File: config.mk
export PLATFORM = sky130hd
export DESIGN_NAME = l2_cacheline_adaptor
export DESIGN_NICKNAME = d
export VERILOG_FILES = /design/src/rtl/l2_cacheline_adaptor.sv
export SDC_FILE = /design/constraint.sdc
export NUM_CORES = 1
export LEC_CHECK = 0
export ABC_CLOCK_PERIOD_IN_PS = 3100
export CAP_MARGIN = 20
export CORE_AREA = 2 2 277 279
export CTS_CLUSTER_SIZE = 20
export DETAILED_ROUTE_END_ITERATION = 7
export DIE_AREA = 0 0 279 281
export HOLD_SLACK_MARGIN = 0.08
export SKIP_CTS_REPAIR_TIMING = 1
export SLEW_MARGIN = 20
export SYNTH_ARGS = -nofsm -noshare
export SYNTH_HDL_FRONTEND = slang
export SYNTH_SLANG_ARGS = --single-unit
File: constraint.sdc
create_clock -name clk -period 3.1 [get_ports clk]
set_input_delay 0.62 -clock clk [delete_from_list [all_inputs] [get_ports clk]]
set_output_delay 0.62 -clock clk [all_outputs]
set_load 0.01 [all_outputs]
File: src/rtl/l2_cacheline_adaptor.sv
// l2_cacheline_adaptor
//
// Bridges the L2 memory-side port to a narrower physical memory bus. A full-line
// fill or writeback from the L2 is split into BEATS ascending beats (beat 0 holds
// the lowest address and the line LSBs). Read beats are reassembled into one line
// and returned with a single-cycle line_resp. One transaction is in flight at a time.
//
// Ports
//   clk, rst_n    : clock (rising edge), asynchronous active-low reset
//   line_addr     : L2 request byte address
//   line_read     : L2 fill request, held until line_resp
//   line_write    : L2 writeback request, held until line_resp
//   line_wdata    : writeback line
//   line_rdata    : assembled fill line (registered)
//   line_resp     : one-cycle completion pulse (registered)
//   burst_addr    : line-aligned burst address (registered)
//   burst_read    : burst read request, held for the whole burst (registered)
//   burst_write   : burst write request, held for the whole burst (registered)
//   burst_wdata   : current write beat (registered)
//   burst_rdata   : current read beat
//   burst_resp    : beat accepted (write) / beat valid (read)

module l2_cacheline_adaptor #(
    parameter int unsigned LINE_WIDTH = 256,
    parameter int unsigned BEAT_WIDTH = 64,
    parameter int unsigned ADDR_WIDTH = 32
) (
    input  logic                  clk,
    input  logic                  rst_n,
    input  logic [ADDR_WIDTH-1:0] line_addr,
    input  logic                  line_read,
    input  logic                  line_write,
    input  logic [LINE_WIDTH-1:0] line_wdata,
    output logic [LINE_WIDTH-1:0] line_rdata,
    output logic                  line_resp,
    output logic [ADDR_WIDTH-1:0] burst_addr,
    output logic                  burst_read,
    output logic                  burst_write,
    output logic [BEAT_WIDTH-1:0] burst_wdata,
    input  logic [BEAT_WIDTH-1:0] burst_rdata,
    input  logic                  burst_resp
);

    localparam int unsigned BEATS = LINE_WIDTH / BEAT_WIDTH;
    localparam int unsigned CNT_W = (BEATS > 1) ? $clog2(BEATS) : 1;
    // Byte-offset bits within a line; cleared to form the burst address.
    localparam int unsigned OFF_W = $clog2(LINE_WIDTH / 8);
    localparam logic [CNT_W-1:0] LAST_BEAT = CNT_W'(BEATS - 1);

    typedef enum logic [1:0] {
        StIdle,
        StRead,
        StWrite,
        StDone
    } state_e;

    state_e                state_q, state_d;
    logic [CNT_W-1:0]      cnt_q, cnt_d;
    logic [LINE_WIDTH-1:0] wbuf_q, wbuf_d;
    logic [LINE_WIDTH-1:0] rdata_q, rdata_d;
    logic [ADDR_WIDTH-1:0] addr_q, addr_d;
    logic [BEAT_WIDTH-1:0] wdata_q, wdata_d;
    logic                  burst_read_q, burst_read_d;
    logic                  burst_write_q, burst_write_d;
    logic                  line_resp_q, line_resp_d;

    // Offset bits never reach the memory bus.
    logic unused_addr_offset;
    assign unused_addr_offset = ^line_addr[OFF_W-1:0];

    always_comb begin
        state_d       = state_q;
        cnt_d         = cnt_q;
        wbuf_d        = wbuf_q;
        rdata_d       = rdata_q;
        addr_d        = addr_q;
        wdata_d       = wdata_q;
        burst_read_d  = burst_read_q;
        burst_write_d = burst_write_q;
        line_resp_d   = 1'b0;

        unique case (state_q)
            StIdle: begin
                // Read has priority if the L2 illegally raises both requests.
                if (line_read) begin
                    addr_d       = {line_addr[ADDR_WIDTH-1:OFF_W], {OFF_W{1'b0}}};
                    cnt_d        = '0;
                    burst_read_d = 1'b1;
                    state_d      = StRead;
                end else if (line_write) begin
                    addr_d        = {line_addr[ADDR_WIDTH-1:OFF_W], {OFF_W{1'b0}}};
                    wbuf_d        = line_wdata;
                    wdata_d       = line_wdata[BEAT_WIDTH-1:0];
                    cnt_d         = '0;
                    burst_write_d = 1'b1;
                    state_d       = StWrite;
                end
            end
            StRead: begin
                if (burst_resp) begin
                    rdata_d[cnt_q*BEAT_WIDTH +: BEAT_WIDTH] = burst_rdata;
                    cnt_d = cnt_q + CNT_W'(1);
                    if (cnt_q == LAST_BEAT) begin
                        burst_read_d = 1'b0;
                        line_resp_d  = 1'b1;
                        state_d      = StDone;
                    end
                end
            end
            StWrite: begin
                if (burst_resp) begin
                    cnt_d   = cnt_q + CNT_W'(1);
                    // Present the next beat in the cycle after the accept.
                    wdata_d = wbuf_q[cnt_d*BEAT_WIDTH +: BEAT_WIDTH];
                    if (cnt_q == LAST_BEAT) begin
                        burst_write_d = 1'b0;
                        line_resp_d   = 1'b1;
                        state_d       = StDone;
                    end
                end
            end
            StDone: begin
                // Requests are ignored here; the L2 drops them after seeing line_resp.
                state_d = StIdle;
            end
            default: begin
                state_d = StIdle;
            end
        endcase
    end

    always_ff @(posedge clk or negedge rst_n) begin
        if (!rst_n) begin
            state_q       <= StIdle;
            cnt_q         <= '0;
            wbuf_q        <= '0;
            rdata_q       <= '0;
            addr_q        <= '0;
            wdata_q       <= '0;
            burst_read_q  <= 1'b0;
            burst_write_q <= 1'b0;
            line_resp_q   <= 1'b0;
        end else begin
            state_q       <= state_d;
            cnt_q         <= cnt_d;
            wbuf_q        <= wbuf_d;
            rdata_q       <= rdata_d;
            addr_q        <= addr_d;
            wdata_q       <= wdata_d;
            burst_read_q  <= burst_read_d;
            burst_write_q <= burst_write_d;
            line_resp_q   <= line_resp_d;
        end
    end

    assign line_rdata  = rdata_q;
    assign line_resp   = line_resp_q;
    assign burst_addr  = addr_q;
    assign burst_read  = burst_read_q;
    assign burst_write = burst_write_q;
    assign burst_wdata = wdata_q;

endmodule

==> impl_metrics.py <==
metrics = {
    "synthesis": {
        "synth_cell_type_count": 37,
        "syn_area_mm2": 0.0252,
        "synth_simple_gate_area_frac": 0.0436,
        "muxShareOfSynthArea": 0.244,
        "yosysSeqAreaShare": 0.607,
        "synth_fa_ha_area_frac": 0.00547,
        "ys_seq_elements": 610,
        "synth_top_family_by_area": "multiplexers",
        "synth-xor-area-share": 0,
        "syn_inst": 1778,
        "synth.avg_cell_area_um2": 14.2,
        "synth_compound_area_frac": 0.0737,
        "ys_warn_count": 0,
    },
    "power": {
        "peakVddDrop_v": 0.000470,
        "leakage_nw": 15.0,
        "p_per_area_mw_per_mm2": 891,
        "total_power_mw": 32.1,
    },
    "grt": {
        "grt_max_degree": 129,
        "grt_pass1_wl_um": 124000,
        "overflow": 0,
        "antenna_found_initial": 26,
        "gr-usage-all-layers": 0.210,
        "grt_pass1_vias": 18900,
    },
    "final_layout": {
        "drive_gt1_frac": 0.258,
        "seqCellArea_mm2": 0.0153,
        "fillers": 6641,
        "syn_to_final_growth_pct": 43.1,
        "multiInputGateArea_mm2": 0.00934,
        "nNetsFinal": 2842,
    },
    "floorplan": {
        "die_width_um": 279,
        "rows": 101,
        "initial_core_util": 0.334,
        "io_pins": 712,
        "die_h_um": 281,
        "core_area_mm2": 0.0754,
        "die_area_mm2": 0.0784,
    },
    "worst_setup_path": {
        "critical_path_class": "flop to flop",
        "required_ns": 3.64,
        "crit_arrival_ns": 3.05,
        "cp_max_fo": 26,
        "end_kind": "flop",
        "cp-start-kind": "flop",
    },
    "sta": {
        "final_max_slew_viol_count": 0,
        "period_share": 0.810,
        "tns_ns": 0,
        "fmax_ghz": 0.398,
        "hold_slack_ns": 0.479,
        "maxSlewHeadroom": 0.387,
        "rsz0062_at_grt": "no",
        "hold_viol_final": 0,
        "finalSetupViolations": 0,
        "tightest_slew_ns": 0.919,
        "finClkSkew_ns": 0.0190,
        "min_period_ns": 2.51,
    },
    "clock_tree": {
        "htreeDepth": 3,
        "cts_tree": "built",
        "cts.path.max_buffers": 3,
        "path_clk_slew_ns": 0.06,
        "cts_sinks": 610,
        "numCtsBuffers": 70,
        "clk_latency_ns": 0.61,
        "cts_root_buf": "clkbuf_16",
    },
    "drt": {
        "wire_per_inst_um": 23.7,
        "vias_per_cell": 4.98,
        "dr.pass1.iters": 4,
        "vias": 17500,
        "drcViolationCount": 0,
        "wl_um": 83400,
        "drt_iter0_markers": 994,
        "postRouteAntennaNets": 0,
    },
    "hold_path": {
        "min_path_type": "flop to flop",
    },
    "placement": {
        "dp_hpwl_um": 59800,
        "gp_congestion": 0.837,
        "io_buffers": 701,
    },
    "outcome": {
        "status": "finished clean",
    },
    "job": {
        "max_cap_violations": 0,
    },
}
==> routing by layer <==
metal	part of all wire	global-route usage
met5	0.0015	0
met4	0.041	0.0993
met3	0.072	0.0668
met2	0.50	0.354
met1	0.38	0.243
==> cell usage after synthesis <==
| master | count | area share |
|---|---|---|
| dfrtp_1 | 610 | 0.61 |
| mux2_2 | 401 | 0.18 |
| nand2_1 | 249 | 0.037 |
| a22o_1 | 134 | 0.047 |
| o21ai_0 | 123 | 0.024 |
| mux4_2 | 64 | 0.057 |
| clkbuf_1 | 62 | 0.0092 |
| buf_2 | 57 | 0.011 |
| ha_1 | 11 | 0.0055 |
| mux2_4 | 10 | 0.0060 |
| buf_4 | 7 | 0.0021 |
| buf_1 | 5 | 0.00075 |
| inv_1 | 5 | 0.00075 |
| nand3_1 | 5 | 0.00099 |
| mux2i_1 | 4 | 0.0016 |
| nor4b_1 | 3 | 0.0010 |
| a21oi_1 | 2 | 0.00040 |
| buf_12 | 2 | 0.0016 |
| nand3b_1 | 2 | 0.00060 |
| nor2_1 | 2 | 0.00030 |
| nor3b_1 | 2 | 0.00060 |
| nor4_1 | 2 | 0.00050 |
| o2bb2ai_1 | 2 | 0.00070 |
| a2bb2oi_1 | 1 | 0.00035 |
| and2_1 | 1 | 0.00025 |
| and3_1 | 1 | 0.00025 |
| and4bb_2 | 1 | 0.00050 |
| buf_6 | 1 | 0.00045 |
| conb_1 | 1 | 0.00015 |
| nand2b_1 | 1 | 0.00025 |
| nor2b_1 | 1 | 0.00025 |
| nor3_4 | 1 | 0.00065 |
| o21ai_1 | 1 | 0.00020 |
| o221ai_1 | 1 | 0.00035 |
| o31ai_1 | 1 | 0.00030 |
| o32ai_1 | 1 | 0.00035 |
| or3_1 | 1 | 0.00025 |
==> kinds of logic after synthesis <==
logic type	count (synthesis)
fa+ha+maj	11
mux	479
simple gates	272
other cells	1
buf+inv	139
flops	610
compound gates	266
==> area by class of cell <==
class	instances	area share
inverter	5	0.000521
clock buffer	96	0.0558
timing repair buffer	754	0.218
clock inverter	24	0.00771
sequential	610	0.424
antenna	16	0.00111
multi-input combinational	1033	0.259
tap	978	0.0340
==> critical path, stage by stage (launching register included) <==
cell and delay [ns]:
dfrtp_1 0.39, inv_1 0.15, ha_4 0.68, buf_12 0.23, inv_1 0.06, nor4_2 0.67, a22o_1 0.25
==> state kept, by name (all words and copies together), names as in the netlist <==
name and flops:
cnt_q 2, burst_write 1, burst_addr 27, burst_wdata 64
line_rdata 256, burst_read 1, state_q 2, line_resp 1
wbuf_q 256
==> cells in the final DEF (no fill, tap or decap), drive strengths merged, types with 2 or more instances in the layout <==
cell type and count:
a22o 134, dfrtp 610, o2bb2ai 2, bufinv 3
clkinvlp 2, nor3b 2, buf 53, nand3b 2
clkbuf 96, nor4b 3, nand2 249, mux2 411
mux2i 4, conb 5, clkdlybuf4s50 700, inv 6
nor4 2, clkinv 18, nand3 5, a21oi 2
o21ai 124, diode 16, mux4 64, nor2 2
ha 11
==> final timing paths <==
| kind | slack [ns] | startpoint | cells past startpoint | to |
|---|---|---|---|---|
| worst max-delay path | 0.59 | cnt_q[1]$_DFFE_PN0P_ | 6 | line_rdata[88]$_DFFE_PN0P_ |
| worst min-delay path | 0.48 | line_rdata[92]$_DFFE_PN0P_ | 2 | line_rdata[92]$_DFFE_PN0P_ |
| worst max register to register | 0.59 | cnt_q[1]$_DFFE_PN0P_ | 6 | line_rdata[88]$_DFFE_PN0P_ |
| worst min register to register | 0.48 | line_rdata[92]$_DFFE_PN0P_ | 2 | line_rdata[92]$_DFFE_PN0P_ |
| max in group asynchronous | 1.52 | rst_n | 3 | wbuf_q[190]$_DFFE_PN0P_ |
| min in group asynchronous | 0.59 | rst_n | 2 | line_rdata[105]$_DFFE_PN0P_ |
==> power breakdown <==
| part | total (mW) | leakage, nW | switching (mW) | internal (mW) |
|---|---|---|---|---|
| logic | 11.7 | 6.11 | 4.69 | 7.05 |
| clock network | 8.25 | 1.13 | 3.43 | 4.82 |
| registers | 12.1 | 7.78 | 1.41 | 10.7 |
==> metrics by stage <==
step	setup WS [ns]	std cells	area [um2]	utilization
3_3_place_gp	0.423	3379	33700	0.446
4_1_cts	0.563	3499	36000	0.477
5_1_grt	0.422	3515	36000	0.477
3_5_place_dp	0.372	3379	33700	0.446
6_report	0.588	3516	36000	0.477
2_1_floorplan	0.764	1782	25200	-
Power figures use the tool's default switching activity.
